===== src/rtl/rx_mac_locallink_adapter.sv =====
// Receive MAC byte stream to LocalLink adapter: one-byte hold register so the
// last byte of a frame can be tagged EOF, plus good/bad frame statistics.
module rx_mac_locallink_adapter #(
  parameter int MAX_FRAME_BYTES = 1522,
  parameter int MIN_FRAME_BYTES = 14
) (
  input  logic        clock,
  input  logic        RESET,
  input  logic [7:0]  rx_data,
  input  logic        rx_valid,
  input  logic        rx_error,
  output logic [7:0]  rx_ll_data_out,
  output logic        rx_ll_sof_out,
  output logic        rx_ll_eof_out,
  output logic        rx_ll_src_rdy_out,
  output logic        rx_ll_bad_out,
  output logic [15:0] good_frame_count,
  output logic [15:0] bad_frame_count,
  output logic [15:0] last_frame_length
);

  localparam logic [15:0] MAX_LEN = 16'(MAX_FRAME_BYTES);
  localparam logic [15:0] MIN_LEN = 16'(MIN_FRAME_BYTES);

  typedef enum logic [1:0] {DRAIN, IDLE, FRAME} state_t;

  state_t      state_reg, state_next;
  logic [7:0]  hold_data_reg, hold_data_next;
  logic        hold_first_reg, hold_first_next;
  logic [15:0] length_reg, length_next;
  logic        err_seen_reg, err_seen_next;
  logic [7:0]  data_reg, data_next;
  logic        sof_reg, sof_next;
  logic        eof_reg, eof_next;
  logic        src_rdy_reg, src_rdy_next;
  logic        bad_reg, bad_next;
  logic [15:0] good_count_reg, good_count_next;
  logic [15:0] bad_count_reg, bad_count_next;
  logic [15:0] last_len_reg, last_len_next;

  logic        frame_bad;
  logic [15:0] length_inc;

  // A saturated counter means the true length is unknown but certainly too long.
  assign frame_bad  = err_seen_reg || (length_reg == 16'hFFFF) ||
                      (length_reg > MAX_LEN) || (length_reg < MIN_LEN);
  assign length_inc = (length_reg == 16'hFFFF) ? 16'hFFFF : length_reg + 16'd1;

  always_ff @(posedge clock or negedge RESET) begin
    if (!RESET) begin
      state_reg      <= DRAIN;
      hold_data_reg  <= 8'h00;
      hold_first_reg <= 1'b0;
      length_reg     <= 16'd0;
      err_seen_reg   <= 1'b0;
      data_reg       <= 8'h00;
      sof_reg        <= 1'b1;
      eof_reg        <= 1'b1;
      src_rdy_reg    <= 1'b1;
      bad_reg        <= 1'b0;
      good_count_reg <= 16'd0;
      bad_count_reg  <= 16'd0;
      last_len_reg   <= 16'd0;
    end else begin
      state_reg      <= state_next;
      hold_data_reg  <= hold_data_next;
      hold_first_reg <= hold_first_next;
      length_reg     <= length_next;
      err_seen_reg   <= err_seen_next;
      data_reg       <= data_next;
      sof_reg        <= sof_next;
      eof_reg        <= eof_next;
      src_rdy_reg    <= src_rdy_next;
      bad_reg        <= bad_next;
      good_count_reg <= good_count_next;
      bad_count_reg  <= bad_count_next;
      last_len_reg   <= last_len_next;
    end
  end

  always_comb begin
    state_next      = state_reg;
    hold_data_next  = hold_data_reg;
    hold_first_next = hold_first_reg;
    length_next     = length_reg;
    err_seen_next   = err_seen_reg;
    data_next       = data_reg;
    sof_next        = 1'b1;
    eof_next        = 1'b1;
    src_rdy_next    = 1'b1;
    bad_next        = 1'b0;
    good_count_next = good_count_reg;
    bad_count_next  = bad_count_reg;
    last_len_next   = last_len_reg;

    case (state_reg)
      // Waits out any frame already under way so only whole frames are delivered.
      DRAIN: begin
        if (!rx_valid) state_next = IDLE;
      end
      IDLE: begin
        if (rx_valid) begin
          hold_data_next  = rx_data;
          hold_first_next = 1'b1;
          length_next     = 16'd1;
          err_seen_next   = rx_error;
          state_next      = FRAME;
        end
      end
      FRAME: begin
        data_next    = hold_data_reg;
        src_rdy_next = 1'b0;
        sof_next     = ~hold_first_reg;
        if (rx_valid) begin
          hold_data_next  = rx_data;
          hold_first_next = 1'b0;
          length_next     = length_inc;
          err_seen_next   = err_seen_reg | rx_error;
        end else begin
          eof_next      = 1'b0;
          bad_next      = frame_bad;
          last_len_next = length_reg;
          if (frame_bad) bad_count_next  = bad_count_reg + 16'd1;
          else           good_count_next = good_count_reg + 16'd1;
          state_next    = IDLE;
        end
      end
      default: state_next = DRAIN;
    endcase
  end

  assign rx_ll_data_out    = data_reg;
  assign rx_ll_sof_out     = sof_reg;
  assign rx_ll_eof_out     = eof_reg;
  assign rx_ll_src_rdy_out = src_rdy_reg;
  assign rx_ll_bad_out     = bad_reg;
  assign good_frame_count  = good_count_reg;
  assign bad_frame_count   = bad_count_reg;
  assign last_frame_length = last_len_reg;

endmodule


===== config.mk =====
export PLATFORM = sky130hd
export DESIGN_NAME = rx_mac_locallink_adapter
export DESIGN_NICKNAME = d
export VERILOG_FILES = /design/src/rtl/rx_mac_locallink_adapter.sv
export SDC_FILE = /design/constraint.sdc
export NUM_CORES = 1
export LEC_CHECK = 0
export BUFFER_PORTS_ARGS = -buffer_cell sky130_fd_sc_hd__buf_2
export CAP_MARGIN = 20
export CORE_MARGIN = 1.5
export CORE_UTILIZATION = 56
export CTS_CLUSTER_DIAMETER = 120
export DETAILED_ROUTE_END_ITERATION = 10
export PLACE_DENSITY_LB_ADDON = 0.08
export SYNTH_ARGS = -nofsm -noshare
export SYNTH_HDL_FRONTEND = slang
export SYNTH_SLANG_ARGS = --single-unit
export TNS_END_PERCENT = 5

===== constraint.sdc =====
create_clock -name clock -period 3.1 [get_ports clock]
set_input_delay 0.31 -clock clock [delete_from_list [all_inputs] [get_ports clock]]
set_output_delay 0.31 -clock clock [all_outputs]
set_load 0.005 [all_outputs]

==> results of run 1 <==
-- worst max-delay path, cell delays in order (launching register included) --
cell and delay [ps]:
dfrtp_1 480, ha_1 190, and2b_1 170, o311a_1 310
or3_1 600, nor2_1 280, mux2_2 360
-- per-layer routing --
| metal | vias to the layer above | global-route usage, % | part of all wire [%] |
|---|---|---|---|
| li1 | 1478 | - | - |
| met2 | 74 | 36.0 | 47 |
| met4 | 0 | 9.24 | 1.4 |
| met1 | 1483 | 31.8 | 46 |
| met5 | - | 0 | 0 |
| met3 | 10 | 3.39 | 5.2 |
-- cells in the mapped netlist, types with 3 or more instances --
| library cell | n | area (sq um) |
|---|---|---|
| inv_1 | 11 | 41.3 |
| ha_1 | 9 | 113 |
| xor2_1 | 15 | 131 |
| nor3_1 | 19 | 95.1 |
| buf_2 | 5 | 25.0 |
| clkbuf_1 | 8 | 30.0 |
| and3_1 | 5 | 31.3 |
| a21oi_1 | 9 | 45.0 |
| nand2_1 | 74 | 278 |
| nor2_1 | 16 | 60.1 |
| nor2b_1 | 3 | 18.8 |
| dfstp_2 | 3 | 78.8 |
| mux2_2 | 17 | 191 |
| and4_1 | 3 | 26.3 |
| nand3_1 | 20 | 100 |
| nor4_1 | 3 | 18.8 |
| a31oi_1 | 5 | 31.3 |
| and3_2 | 3 | 22.5 |
| dfrtp_1 | 85 | 2130 |
| nand4_1 | 12 | 75.1 |
| o21ai_0 | 15 | 75.1 |
| xnor2_1 | 14 | 123 |
-- how the worst max path moves through the flow --
stage / slack [ps] / from / to
final: 600 / length_reg[1] / good_frame_count[1]
after global routing: 440 / length_reg[1] / good_frame_count[1]
after CTS: 600 / length_reg[1] / good_frame_count[1]
after detailed placement: 630 / length_reg[0] / good_frame_count[1]
after global placement: 700 / length_reg[0] / good_frame_count[1]
after floorplan: 850 / length_reg[0] / good_frame_count[13]
-- through the flow --
stage                     utilization (%)  cell area (sq um)
after floorplan                         -               4040
after detailed placement             65.1               4470
after global routing                 67.7               4650
final                                67.7               4650
after global placement               65.1               4470
after CTS                            67.7               4650
-- area by class of cell --
class / count / area [sq um]
clock buffer: 10 / 128
clock inverter: 6 / 36.3
fill: 561 / 2220
inverter: 11 / 41.3
multi-input combinational: 270 / 1700
sequential: 88 / 2210
tap: 96 / 120
timing repair buffer: 79 / 420
-- what timing repair did --
item,4_1_cts,5_1_grt
resized for setup,0,0
buffers inserted,0,0
hold buffers,1,0
endpoints found under the setup margin,0,0
hold endpoints to repair,35,0
-- report_power, final --
| part | internal (uW) | switching [uW] |
|---|---|---|
| registers | 1360 | 151 |
| logic | 337 | 371 |
| clock network | 287 | 396 |
| total | 1990 | 918 |
-- kinds of logic after synthesis --
family / synth area share [%]
simple gates: 20.6
xor+xnor: 6.70
flops: 54.6
fa+ha+maj: 2.79
compound gates: 7.25
mux: 4.74
buf+inv: 3.32
-- placed cells by master (no fill, tap or decap), types with 12 or more instances in the layout --
cell type	instances
nand2_1	74
xnor2_1	14
o21ai_0	15
nor3_1	19
dfrtp_1	85
xor2_1	15
nor2_1	16
nand4_1	12
buf_2	70
nand3_1	20
mux2_2	17
==> results.cfg, run 1 <==
[cells_and_area]
stdcell_count = 560
synthToLayoutAreaGrowth_pct = 15.2
antennaDiodeCount = 0
drive_above_1_share_pct = 26.3
nets = 480

[synth]
yosysWarnings = 0
synth_enable_flop_cells = 0
synth_ff_type = dfrtp_1
syn_area_sq_um = 4040
syn_area_per_cell_sq_um = 10.5
ys_types = 46
synthCells = 386
synth_async_sr_flop_share_pct = 100
synth_fp_nets = 407
ys_seq_area_share_pct = 54.6
ys_ff_latch = 88

[floorplan]
fp.dieW_um = 87.9
coreArea_sq_um = 6870
rows = 30
start_util_pct = 58.8
io_pins = 72
die-area_sq_um = 7730
dieHeight_um = 87.9

[place]
io_buffers = 71
hpwl_um = 5770
gp_congestion = 0.865
dp_slack_ps = 630
placed_cells = 543

[critical_path]
required_ps = 3340
ff2ff_setup_slack_ps = 600
r2r.worst_path.cells = 6
worstSetupPathType = register to register
cp-end-kind = register
r2r-end = good_frame_count[1]
rr_startpoint = length_reg[1]
arrival_ps = 2740
cp_max_fo = 19
start_kind = register

[job]
cap_violations = 0

[cts]
clock_path_buffers = 2
clk_pin_slew_ps = 90
cts.htree.levels = 3
clock_latency_ps = 350
cts_tree = built
numClockSinks = 88
cts_root_buffer = clkbuf_8
cts_buffers = 9

[grt]
grt_overflow = 0
antenna_found_initial = 0
grtUsageTotal_pct = 22.8
grt_max_degree = 40
grt_pass1_vias = 2856
grt_first_pass_wirelength_um = 13600

[sta]
setup_tns_ps = 0
period_needed_ps = 2500
tightest_slew_ps = 811
holdWs_ps = 188
rsz0062_at_grt = false
fin_skew_ps = 11.1
slew_violations = 0
hold_violations = 0
setup_viol = 0
finalCritPeriodShare_pct = 80.8
max_slew_margin_pct = 45.5
timing.fmax_mhz = 399
timing.final.ws_setup_ps = 596

[routing]
wl_um = 8190
wire_per_inst_um = 14.6
drcViolationCount = 0
first_pass_iters = 4
ant_nets = 0
drt-vias-per-instance = 5.44
vias = 3045
drtIter0Drc = 180

[worst_hold_path]
min_to = hold_data_reg[6]
min_path_cells = 2
min_path_type = input pin to register
worstHoldStart = rx_data[6]

[power]
total_power_uw = 2900
peakVddDrop_mv = 0.390
static-leakage-power_uw = 0.00237
power.density_nw_per_um2 = 625

[status]
outcome = finished clean
Note: power is estimated with default switching activity, not from simulation.
==> run 2: changes to the inputs <==
Settings changed: ABC_AREA set to 1, CORE_UTILIZATION 56 to 51.
Clock period 3.1 ns to 2.2 ns, I/O delays scaled along.
==> results.cfg, run 2 <==
[status]
outcome = finished clean

[floorplan]
die-area_sq_um = 9420
dieHeight_um = 97.0
start_util_pct = 52.2
rows = 34
coreArea_sq_um = 8640
io_pins = 72
fp.dieW_um = 97.0

[power]
power.density_nw_per_um2 = 884
p_switching_uw = 1450
swShare_pct = 31.0
internal_power_uw = 3220
peakVddDrop_mv = 0.575
total_power_uw = 4660
static-leakage-power_uw = 0.00268
pwr-share-comb_pct = 23.9
pwr-share-clk_pct = 29.7
p_seq_share_pct = 46.3

[critical_path]
cp-end-kind = register
required_ps = 2450
start_kind = register
ff2ff_setup_slack_ps = 280
arrival_ps = 2170
worstSetupPathType = register to register
cp_max_fo = 11

[routing]
wl_met1_um = 4610
first_pass_iters = 4
ant_nets = 0
top_layer_used = met4
drcViolationCount = 0
drt-vias-per-instance = 5.14
wire_per_inst_um = 12.9
wl_met3_um = 387
route.met2.wl_um = 4560
wl_um = 9610
drtIter0Drc = 209
vias = 3822

[worst_hold_path]
min_path_type = input pin to register

[cells_and_area]
final_common_cell = nand2_1
drive_above_1_share_pct = 19.8
nets = 651
antennaDiodeCount = 0
fillCellCount = 790
layout_common_cells = nand2_1, dfrtp_1, buf_2, inv_1, nand3_1
synthToLayoutAreaGrowth_pct = 17.0

[cts]
clock_path_buffers = 2
clock_latency_ps = 350
cts_buffers = 9
numClockSinks = 88
cts.htree.levels = 3
clk_pin_slew_ps = 90
cts_tree = built
cts_root_buffer = clkbuf_8

[synth]
ys_types = 37
synth_top_area_share_pct = 47.2
yosysWarnings = 0
ys_seq_area_share_pct = 48.9
syn_area_sq_um = 4510
synth_enable_flop_cells = 0
yosys-top-cells-area = dfrtp_1, nand2_1, nand3_1, o21ai_0, inv_1
yosys.area.top_type = dfrtp_1
synthCells = 552
synth_async_sr_flop_share_pct = 100
synth_common_cells = nand2_1, dfrtp_1, inv_1
syn_area_per_cell_sq_um = 8.17
synth_fp_nets = 573
yosysMostFrequentCell = nand2_1
synth_ff_type = dfrtp_1
ys_ff_latch = 88

[place]
hpwl_um = 6800
gp_congestion = 0.846
io_buffers = 71

[job]
cap_violations = 0

[sta]
max_slew_margin_pct = 73.7
rsz0062_at_grt = false
timing.fmax_mhz = 520
period_needed_ps = 1920
setup_viol = 0
slew_violations = 0
setup_tns_ps = 0
fin_skew_ps = 15.9
hold_violations = 0
finalCritPeriodShare_pct = 87.4
tightest_slew_ps = 393

[grt]
grt_first_pass_wirelength_um = 16300
grt_overflow = 0
grt_max_degree = 67
antenna_found_initial = 0
grt_pass1_vias = 3581
grtUsageTotal_pct = 21.1
## run 2: stage by stage
| step | worst slack, ps | cell area, sq um | hold slack [ps] | util (%) | std cells |
|---|---|---|---|---|---|
| final | 278 | 5280 | 91.0 | 61.1 | 743 |
| after global placement | 338 | 5020 | 132 | 58.1 | 726 |
| after detailed placement | 291 | 5020 | 135 | 58.1 | 726 |
| after global routing | 82.8 | 5280 | 73.5 | 61.1 | 743 |
| after floorplan | 475 | 4510 | -75.6 | - | 552 |
| after CTS | 272 | 5280 | 70.5 | 61.1 | 743 |
## run 2: area by class of cell
| cell class | count | area [sq um] | area share (%) |
|---|---|---|---|
| Multi-Input combinational cell | 397 | 2040 | 38.6 |
| Sequential cell | 88 | 2210 | 41.8 |
| Timing Repair Buffer | 81 | 448 | 8.49 |
| Clock inverter | 6 | 113 | 2.13 |
| Clock buffer | 10 | 138 | 2.61 |
| Tap cell | 108 | 135 | 2.56 |
| Inverter | 53 | 200 | 3.79 |
## run 2: final timing paths
check                                     from             endpoint  cells after the start
min in group asynchronous                RESET   bad_frame_count[4]                      2
worst max register to register   length_reg[0]  good_frame_count[4]                     10
worst max-delay path             length_reg[0]  good_frame_count[4]                     10
worst min-delay path                  rx_error         err_seen_reg                      2
max in group asynchronous                RESET        rx_ll_sof_out                      3
worst min register to register  hold_first_reg        rx_ll_sof_out                      1
## run 2: logic make-up (layout without fill, tap and decap cells)
kind of cell	after synthesis	after routing	share of synthesized area [%]
and+or+nand+nor	307	307	30.3
DFF	88	88	48.9
buffers and inverters	67	150	5.94
AOI/OAI and AO/OA	51	51	6.07
xor gates and xnor gates	22	22	4.27
adders and majority gates	9	9	2.50
muxes	8	8	2.00
## run 2: worst max-delay path: stages (launching register included)
cell and delay (ps):
dfrtp_1 420, ha_1 240, nand3_1 130, inv_1 100
nand3_4 120, nor2_8 60, nor2_4 180, buf_4 200
nand4_1 190, nand2_1 110, nand2_1 50
## run 2: what timing repair did
item	4_1_cts	5_1_grt
buffers inserted	0	0
hold endpoints to repair	22	0
gates resized for setup	0	0
hold buffers	1	0
## run 2: power groups by stage
stage	logic, uW	clock network (uW)	registers, uW
floorplan	672	0	2180
global placement	1080	0	2180
detailed placement	1130	0	2200
CTS	1140	1410	2160
global route	1270	1470	2210
finish	1120	1390	2160
## run 2: metal layers
layer	GRT usage, %	vias up
met5	0	-
met4	6.02	0
met3	4.26	4
met2	34.6	80
met1	28.4	1820
li1	-	1918
==> run 3: changes to the inputs <==
Settings changed: MAX_ROUTING_LAYER set to met4.
==> results.cfg, run 3 (synthesized netlist as in run 2, its figures left out) <==
[routing]
first_pass_iters = 4
route.met2.wl_um = 4570
drcViolationCount = 0
top_layer_used = met4
vias = 3812
wire_per_inst_um = 12.9
wl_met1_um = 4590
drt-vias-per-instance = 5.13
drtIter0Drc = 217
wl_um = 9590
ant_nets = 0
wl_met3_um = 382

[floorplan]
start_util_pct = 52.2
fp.dieW_um = 97.0
io_pins = 72
dieHeight_um = 97.0
rows = 34
coreArea_sq_um = 8640
die-area_sq_um = 9420

[place]
dp_slack_ps = 291
placed_cells = 726
gp_congestion = 0.859
placed_area_sq_um = 5020
io_buffers = 71
hpwl_um = 6800

[cells_and_area]
stdcell_count = 743
multiInputGateArea_sq_um = 2040
seqCellArea_sq_um = 2210
final_common_cell = nand2_1
fillCellCount = 790
drive_above_1_share_pct = 19.8
layout_common_cells = nand2_1, dfrtp_1, buf_2, inv_1, nand3_1
synthToLayoutAreaGrowth_pct = 17.0
postLayoutCellArea_sq_um = 5280
antennaDiodeCount = 0
nets = 651

[cts]
numClockSinks = 88
cts_buffers = 9
cts.htree.levels = 3
postCtsSetupBuffers = 0
clk_pin_slew_ps = 90
cts_root_buffer = clkbuf_8
clock_latency_ps = 350
cts_tree = built
clock_path_buffers = 2

[power]
total_power_uw = 4660
peakVddDrop_mv = 0.575
power.density_nw_per_um2 = 884
static-leakage-power_uw = 0.00268

[critical_path]
cp_top_family = simple AND/OR/NAND/NOR gates
start_kind = register
cp_max_fo = 11
critPathBufInv = 2
required_ps = 2450
setup.worst_path.start = length_reg[0]
slowest_stage = dfrtp_1
path_cells = ha_1, nand3_1, inv_1, nand3_4, nor2_8, nor2_4, buf_4, nand4_1, nand2_1, nand2_1
timing.critical_path.mode_cell = nand2_1
cp-end-kind = register
arrival_ps = 2170
cp_slowest_stage_delay_ps = 420
rr_startpoint = length_reg[0]
worstSetupPathType = register to register

[status]
outcome = finished clean

[sta]
tightest_slew_ps = 383
finalCritPeriodShare_pct = 87.4
timing.final.ws_setup_ps = 277
hold_violations = 0
timing.fmax_mhz = 520
setup_tns_ps = 0
rsz0062_at_grt = false
fin_skew_ps = 16.5
max_slew_margin_pct = 74.4
period_needed_ps = 1920
setup_viol = 0
slew_violations = 0

[grt]
grt_first_pass_wirelength_um = 16300
antenna_found_initial = 0
grt_max_degree = 67
grt_pass1_vias = 3578
grtUsageTotal_pct = 21.7
grt_overflow = 0

[worst_hold_path]
min_path_type = input pin to register
worstHoldStart = rx_error

[job]
cap_violations = 0
run 3: stage by stage:
stage	util [%]	hold WS, ps
CTS	61.1	70.5
finish	61.1	90.0
global route	61.1	70.2
detailed placement	58.1	135
floorplan	-	-75.6
global placement	58.1	132
run 3: layer usage:
layer / GRT usage [%] / vias up
met2: 34.7 / 80
met3: 4.70 / 4
met4: 5.69 / 0
li1: - / 1918
met1: 28.3 / 1810
met5: - / -
run 3: worst paths after layout:
| kind | slack [ps] | cells after the start | endpoint |
|---|---|---|---|
| setup / recovery | 280 | 10 | good_frame_count[4] |
| hold / removal | 90 | 2 | err_seen_reg |
| setup reg to reg | 280 | 10 | good_frame_count[4] |
| hold reg to reg | 410 | 1 | rx_ll_sof_out |
| max in group asynchronous | 1220 | 3 | rx_ll_sof_out |
| min in group asynchronous | 290 | 2 | bad_frame_count[4] |
run 3: final cells by class:
type                    count  area share, %
flip-flops and latches     88           41.8
multi-input cells         397           38.6
repair buffers             81           8.49
inverters                  53           3.79
clock buffers              10           2.61
well taps                 108           2.56
clock inverters             6           2.13
run 3: power by group:
group / switching, uW / leakage (uW) / internal [uW]
Sequential: 215 / 0.00117 / 1950
Clock: 595 / 0.000127 / 792
Combinational: 635 / 0.00138 / 480
Total: 1440 / 0.00268 / 3220
run 3: timing repair:
item                                   4_1_cts  5_1_grt
hold buffers                                 1        0
endpoints found under the hold margin       22        0
gates resized for setup                      0        0
